**src/rtl/ahb_sram_slave_if.sv**
```systemverilog
// AHB-Lite bus bundle between a master (or interconnect) and ahb_sram_slave.
// Signals:
//   HSEL, HADDR, HTRANS, HWRITE, HSIZE, HWDATA, HREADY  master -> slave
//   HREADYOUT, HRESP, HRDATA                            slave  -> master
// HREADY is the bus-level ready (HREADYIN) driven by the interconnect.
interface ahb_sram_slave_if;
  logic        HSEL;
  logic [31:0] HADDR;
  logic [1:0]  HTRANS;
  logic        HWRITE;
  logic [2:0]  HSIZE;
  logic [31:0] HWDATA;
  logic        HREADY;
  logic        HREADYOUT;
  logic        HRESP;
  logic [31:0] HRDATA;

  modport master (
    output HSEL, HADDR, HTRANS, HWRITE, HSIZE, HWDATA, HREADY,
    input  HREADYOUT, HRESP, HRDATA
  );

  modport slave (
    input  HSEL, HADDR, HTRANS, HWRITE, HSIZE, HWDATA, HREADY,
    output HREADYOUT, HRESP, HRDATA
  );
endinterface

```
**src/rtl/ahb_sram_slave.sv**
```systemverilog
// AHB-Lite slave in front of a single-port synchronous SRAM macro (active-low cen/wen/ben).
// Adds LATENCY wait states per data phase, byte/half/word lane masking, alignment/range
// checking with a two-cycle ERROR response, and back-to-back pipelined transfers.
// Ports:
//   HCLK, HRESETn       clock, synchronous active-low reset
//   ahb (slave modport) AHB-Lite bus signals
//   sram_cen/wen/ben    SRAM chip enable, write enable, byte enables (all active low)
//   sram_addr           SRAM word address
//   sram_din/sram_dout  SRAM write / read data (dout valid one cycle after a read issue)
module ahb_sram_slave #(
  parameter int unsigned DEPTH     = 1024,
  parameter logic [31:0] BASE_ADDR = 32'h0000_0000,
  parameter int unsigned LATENCY   = 2,
  localparam int unsigned ADDR_W   = $clog2(DEPTH)
) (
  input  logic                  HCLK,
  input  logic                  HRESETn,
  ahb_sram_slave_if.slave       ahb,
  output logic                  sram_cen,
  output logic                  sram_wen,
  output logic [3:0]            sram_ben,
  output logic [ADDR_W-1:0]     sram_addr,
  output logic [31:0]           sram_din,
  input  logic [31:0]           sram_dout
);

  localparam logic [3:0] LatCnt = LATENCY[3:0];

  typedef enum logic [2:0] {
    StIdle,
    StWait,
    StWr,
    StRdIssue,
    StRdData,
    StErr1,
    StErr2
  } state_e;

  state_e            state_q, state_d;
  logic [3:0]        cnt_q, cnt_d;
  logic [ADDR_W+1:0] addr_q, addr_d;
  logic              write_q, write_d;
  logic [1:0]        size_q, size_d;

  logic       accept;
  logic       bad_size;
  logic       misaligned;
  logic       out_of_range;
  logic       illegal;
  logic       can_start;
  logic [3:0] lane;

  assign accept       = ahb.HSEL & ahb.HREADY & ahb.HTRANS[1];
  assign bad_size     = ahb.HSIZE > 3'd2;
  assign misaligned   = ((ahb.HSIZE == 3'd1) & ahb.HADDR[0]) |
                        ((ahb.HSIZE == 3'd2) & (ahb.HADDR[1:0] != 2'b00));
  assign out_of_range = ahb.HADDR[31:ADDR_W+2] != BASE_ADDR[31:ADDR_W+2];
  assign illegal      = bad_size | misaligned | out_of_range;

  // HTRANS[0] only separates IDLE from BUSY and NONSEQ from SEQ; both pairs behave alike here.
  logic unused_ok;
  assign unused_ok = ahb.HTRANS[0];

  always_comb begin
    state_d   = state_q;
    cnt_d     = cnt_q;
    addr_d    = addr_q;
    write_d   = write_q;
    size_d    = size_q;
    can_start = 1'b0;

    unique case (state_q)
      StIdle: can_start = 1'b1;
      StWait: begin
        cnt_d = cnt_q - 4'd1;
        if (cnt_q <= 4'd1) begin
          cnt_d   = 4'd0;
          state_d = write_q ? StWr : StRdIssue;
        end
      end
      StWr, StRdData, StErr2: begin
        // Completing cycle: a new accept chains directly into the next transfer.
        can_start = 1'b1;
        state_d   = StIdle;
      end
      StRdIssue: state_d = StRdData;
      StErr1:    state_d = StErr2;
      default:   state_d = StIdle;
    endcase

    if (can_start && accept) begin
      addr_d  = ahb.HADDR[ADDR_W+1:0];
      write_d = ahb.HWRITE;
      size_d  = ahb.HSIZE[1:0];
      if (illegal) begin
        state_d = StErr1;
      end else if (LATENCY == 0) begin
        state_d = ahb.HWRITE ? StWr : StRdIssue;
      end else begin
        state_d = StWait;
        cnt_d   = LatCnt;
      end
    end
  end

  always_ff @(posedge HCLK) begin
    if (!HRESETn) begin
      state_q <= StIdle;
      cnt_q   <= 4'd0;
      addr_q  <= '0;
      write_q <= 1'b0;
      size_q  <= 2'd0;
    end else begin
      state_q <= state_d;
      cnt_q   <= cnt_d;
      addr_q  <= addr_d;
      write_q <= write_d;
      size_q  <= size_d;
    end
  end

  always_comb begin
    unique case (size_q)
      2'd0:    lane = 4'b0001 << addr_q[1:0];
      2'd1:    lane = addr_q[1] ? 4'b1100 : 4'b0011;
      default: lane = 4'b1111;
    endcase
  end

  // Outputs are held at idle values while HRESETn is low so a write in flight cannot
  // reach the macro during the reset cycle.
  always_comb begin
    ahb.HREADYOUT = 1'b1;
    ahb.HRESP     = 1'b0;
    ahb.HRDATA    = 32'h0;
    sram_cen      = 1'b1;
    sram_wen      = 1'b1;
    sram_ben      = 4'hF;
    sram_addr     = '0;
    sram_din      = 32'h0;
    if (HRESETn) begin
      if (state_q != StIdle) sram_addr = addr_q[ADDR_W+1:2];
      unique case (state_q)
        StWait: ahb.HREADYOUT = 1'b0;
        StWr: begin
          sram_cen = 1'b0;
          sram_wen = 1'b0;
          sram_ben = ~lane;
          sram_din = ahb.HWDATA;
        end
        StRdIssue: begin
          sram_cen      = 1'b0;
          ahb.HREADYOUT = 1'b0;
        end
        StRdData: ahb.HRDATA = sram_dout;
        StErr1: begin
          ahb.HRESP     = 1'b1;
          ahb.HREADYOUT = 1'b0;
        end
        StErr2:  ahb.HRESP = 1'b1;
        default: ;
      endcase
    end
  end

endmodule

```
**src/flat_wrapper.sv**
```systemverilog
// flat-port wrapper written by rule: the top's interface ports become plain ports
module ahb_sram_slave_flat 
#(
  parameter int unsigned DEPTH     = 1024,
  parameter logic [31:0] BASE_ADDR = 32'h0000_0000,
  parameter int unsigned LATENCY   = 2,
  localparam int unsigned ADDR_W   = $clog2(DEPTH)
)
  (HCLK, HRESETn, sram_cen, sram_wen, sram_ben, sram_addr, sram_din, sram_dout, ahb_HSEL, ahb_HADDR, ahb_HTRANS, ahb_HWRITE, ahb_HSIZE, ahb_HWDATA, ahb_HREADY, ahb_HREADYOUT, ahb_HRESP, ahb_HRDATA);
  ahb_sram_slave_if ahb_i ();
  input  logic HCLK;
  input  logic HRESETn;
  output logic sram_cen;
  output logic sram_wen;
  output logic [3:0] sram_ben;
  output logic [ADDR_W-1:0] sram_addr;
  output logic [31:0] sram_din;
  input  logic [31:0] sram_dout;
  input wire logic [$bits(ahb_i.HSEL)-1:0] ahb_HSEL;
  input wire logic [$bits(ahb_i.HADDR)-1:0] ahb_HADDR;
  input wire logic [$bits(ahb_i.HTRANS)-1:0] ahb_HTRANS;
  input wire logic [$bits(ahb_i.HWRITE)-1:0] ahb_HWRITE;
  input wire logic [$bits(ahb_i.HSIZE)-1:0] ahb_HSIZE;
  input wire logic [$bits(ahb_i.HWDATA)-1:0] ahb_HWDATA;
  input wire logic [$bits(ahb_i.HREADY)-1:0] ahb_HREADY;
  output wire logic [$bits(ahb_i.HREADYOUT)-1:0] ahb_HREADYOUT;
  output wire logic [$bits(ahb_i.HRESP)-1:0] ahb_HRESP;
  output wire logic [$bits(ahb_i.HRDATA)-1:0] ahb_HRDATA;
  assign ahb_i.HSEL = ahb_HSEL;
  assign ahb_i.HADDR = ahb_HADDR;
  assign ahb_i.HTRANS = ahb_HTRANS;
  assign ahb_i.HWRITE = ahb_HWRITE;
  assign ahb_i.HSIZE = ahb_HSIZE;
  assign ahb_i.HWDATA = ahb_HWDATA;
  assign ahb_i.HREADY = ahb_HREADY;
  assign ahb_HREADYOUT = ahb_i.HREADYOUT;
  assign ahb_HRESP = ahb_i.HRESP;
  assign ahb_HRDATA = ahb_i.HRDATA;
  ahb_sram_slave #(.DEPTH(DEPTH), .BASE_ADDR(BASE_ADDR), .LATENCY(LATENCY)) u_core (.HCLK(HCLK), .HRESETn(HRESETn), .ahb(ahb_i), .sram_cen(sram_cen), .sram_wen(sram_wen), .sram_ben(sram_ben), .sram_addr(sram_addr), .sram_din(sram_din), .sram_dout(sram_dout));
endmodule
```
**config.mk**
```make
export PLATFORM = sky130hd
export DESIGN_NAME = ahb_sram_slave_flat
export DESIGN_NICKNAME = d
export VERILOG_FILES = /design/src/rtl/ahb_sram_slave_if.sv /design/src/rtl/ahb_sram_slave.sv /design/src/flat_wrapper.sv
export SDC_FILE = /design/constraint.sdc
export NUM_CORES = 1
export LEC_CHECK = 0
export CAP_MARGIN = 20
export CORE_AREA = 3 3 72 74
export DETAILED_ROUTE_END_ITERATION = 8
export DIE_AREA = 0 0 75 77
export DONT_BUFFER_PORTS = 1
export PLACE_DENSITY_LB_ADDON = 0.15
export RECOVER_POWER = 100
export SLEW_MARGIN = 30
export SYNTH_ARGS = -nofsm -noshare
export SYNTH_HDL_FRONTEND = slang
export SYNTH_SLANG_ARGS = --single-unit
```
**constraint.sdc**
```tcl
create_clock -name HCLK -period 1.65 [get_ports HCLK]
set_input_delay 0.495 -clock HCLK [delete_from_list [all_inputs] [get_ports HCLK]]
set_output_delay 0.495 -clock HCLK [all_outputs]
set_load 0.02 [all_outputs]
```
==> run metrics <==
Power per Cell Area 515 nW/um2; Post-Synthesis Cells 215; post-synthesis area per instance 7.51 um2; top area cells in the synthesized netlist and2_1 (29%), dfxtp_1 (27%), nand2_1 (7.7%); post-synth cell types 33; CP startpoint u_core.state_q[1]$_SDFFE_PN0P_; vias in the first global route 1,385; Fin Clk Skew 5.06 ps; post-synthesis sequential element count 22; I/O pin count 188; Final Hold Violating Endpoints 0; sequential share of the synthesized area 0.273; launching point of the worst reg2reg path u_core.state_q[0]$_SDFFE_PN0P_; Buffers on Ports 0; critical path arrival approximately 1400 ps; data required time of the critical path 1150 ps; clock latency on the worst-skew pair 260 ps; Final Total Pwr 1.10 mW; HPWL reported at the end of detailed placement 3910 um; Core Region 4660 um2; slew at the pin closest to its max-slew limit between 400 and 500 ps; largest fanout of any net on the critical path 8; die area 5780 um2; P&R area growth vs syn 32.5%; Die Wd around 75 um; count of vias placed by the detailed router 1,515; Antenna Diode Count 0; sum of negative setup slack -16,700 ps; cell taking the most area after synthesis and2_1; GRT Residual Overflow 0; routed len/inst 18.7 um; total setup violations reported at the end of the flow 79; class of the tightest hold or removal check primary input to register; effective utilization at floorplan 0.347; Mapped Nets 323; crit share post-route 1.15; count of final max-slew check failures 0; setup slack at placement -55.6 ps; largest net degree at the start of global routing 38; worst IR drop on VDD ~0.00045 V; number of vias per cell around 5.3; placement-stage cell area 1910 um2; # rows 25; gr usage total 0.156; # nets final 343; gpl congestion roughly 0.73; setup repair after global routing missed its margin true; achievable clock frequency between 500 and 600 MHz; remaining number of nets flagged by the antenna check after routing 0; clock tree from TritonCTS done; type of destination of the critical path output port; global-route wire length before repair 6980 um; worst rel slew slack 0.705; maximum number of buffers from clock root to sink 2; global-route met1 utilization 0.190; First DRT Iteration DRCs 52; utilization after layout 0.459; failing checks negative setup slack; drt total wl 5360 um; GRT busiest layer met2; remaining routing DRC violations 0; worst-case setup margin in the final layout -239 ps; area share of the largest cell type after synthesis 0.287; final standard cell count with taps included and fillers excluded 287; Hold Slack 350 ps; CTS HTree Levels 1; Clk pin slew, worst setup/hold paths roughly 70 ps; total placed cells including tap cells 275; CP Launch Type register; GR Layer Usage met3 0.0406; Syn Std Cell Area 1620 um2; layout cells sized above 1 0.498; Design Area, Final 2140 um2; met2 capacity usage during global routing 0.273; time the worst path needs with I/O delays and setup about 1900 ps; CTS Root Cell clkbuf_8; number of violations of the max-capacitance limit 0; count of clock tree sinks 22; DR pass1 iterations 4; initial antenna violation count 0; run status finished with violations; Static Leakage 0.860 nW; Chip Height between 70 and 80 um; startpoint of the worst hold path HRESETn; Worst Setup Path Type register to output port; TritonCTS buffer count 3; yosys synthesis warning count 0
-- worst max-delay path, cell delays in order (launching register included) --
cell and delay (ps):
dfxtp_4 370, buf_12 130, nor3_4 160, buf_4 150, buf_6 130, and2_4 190
-- Yosys cell counts --
cell,instances
a21boi_0,16
a21o_2,1
a21oi_1,3
and2_1,74
and4b_1,1
buf_2,2
buf_4,1
buf_6,2
clkbuf_1,9
dfxtp_1,22
ha_1,2
inv_1,5
nand2_1,33
nand3_1,1
nand3b_1,1
nand4_1,1
nand4b_1,1
nor2_1,8
nor2b_1,1
nor3_1,6
nor3_2,2
nor3b_1,1
nor4_1,4
nor4_4,1
o21a_1,3
o21ai_0,4
o22a_1,1
o31a_2,1
o31ai_1,1
o41ai_4,1
or3b_1,1
xnor2_1,4
xor2_1,1
-- power by group --
part	switching (mW)	internal (mW)	total, mW
clock	0.170	0.163	0.333
combinational	0.104	0.0976	0.201
sequential	0.0180	0.550	0.568
-- worst paths after layout --
path	end	slack (ps)	cells after the start
max reg2reg	u_core.cnt_q[3]$_SDFF_PN0_	70	5
max	ahb_HRDATA[17]	-240	5
min reg2reg	u_core.addr_q[3]$_SDFFE_PN0P_	460	2
min	u_core.state_q[0]$_SDFFE_PN0P_	350	1
-- flip-flops by register name, indices dropped and copies added (netlist names) --
| register | flops |
|---|---|
| u_core.size_q | 2 |
| u_core.addr_q | 12 |
| u_core.cnt_q | 4 |
| u_core.state_q | 3 |
| u_core.write_q | 1 |
-- per-layer routing --
metal  routed length [um]  vias up
met5                    0        -
met3                  485        2
met2                 2760       90
met4                   24        0
met1                 2090      694
li1                     -      729
-- logic make-up (layout without fill, tap and decap cells) --
logic type,Yosys count,after routing,synth area share
xor gates and xnor gates,5,5,0.0271
buffers and inverters,19,37,0.0573
and+or+nand+nor,136,136,0.479
DFF,22,22,0.273
AOI/OAI and AO/OA,31,31,0.149
adders and majority gates,2,2,0.0155
-- cell usage in the layout (no fill, tap or decap), types with 2 or more instances in the layout --
cell type	n
dfxtp_1	19
nor3_2	2
nor3_1	5
and2_2	7
buf_6	8
o21a_1	3
nand2_1	33
clkbuf_8	3
ha_1	2
xnor2_1	3
buf_12	3
a21oi_1	3
inv_1	5
nor4_1	5
dfxtp_4	2
and2_4	67
buf_4	15
o21ai_1	4
nor2_1	7
a21boi_0	16
-- area by class of cell --
| type | instances | area, um2 |
|---|---|---|
| fill | 486 | 2520 |
| timing repair buffer | 29 | 297 |
| tap | 54 | 67.6 |
| inverter | 5 | 18.8 |
| clock buffer | 3 | 41.3 |
| sequential | 22 | 449 |
| multi-input combinational | 174 | 1270 |
-- what timing repair did --
item | 4_1_cts | 5_1_grt
endpoints found under the setup margin | 82 | 82
resized for setup | 51 | 23
setup buffers | 2 | 4
hold buffers | 0 | 0
cloned | 2 | 2
pin swaps | 15 | 4
Power figures use the tool's default switching activity.
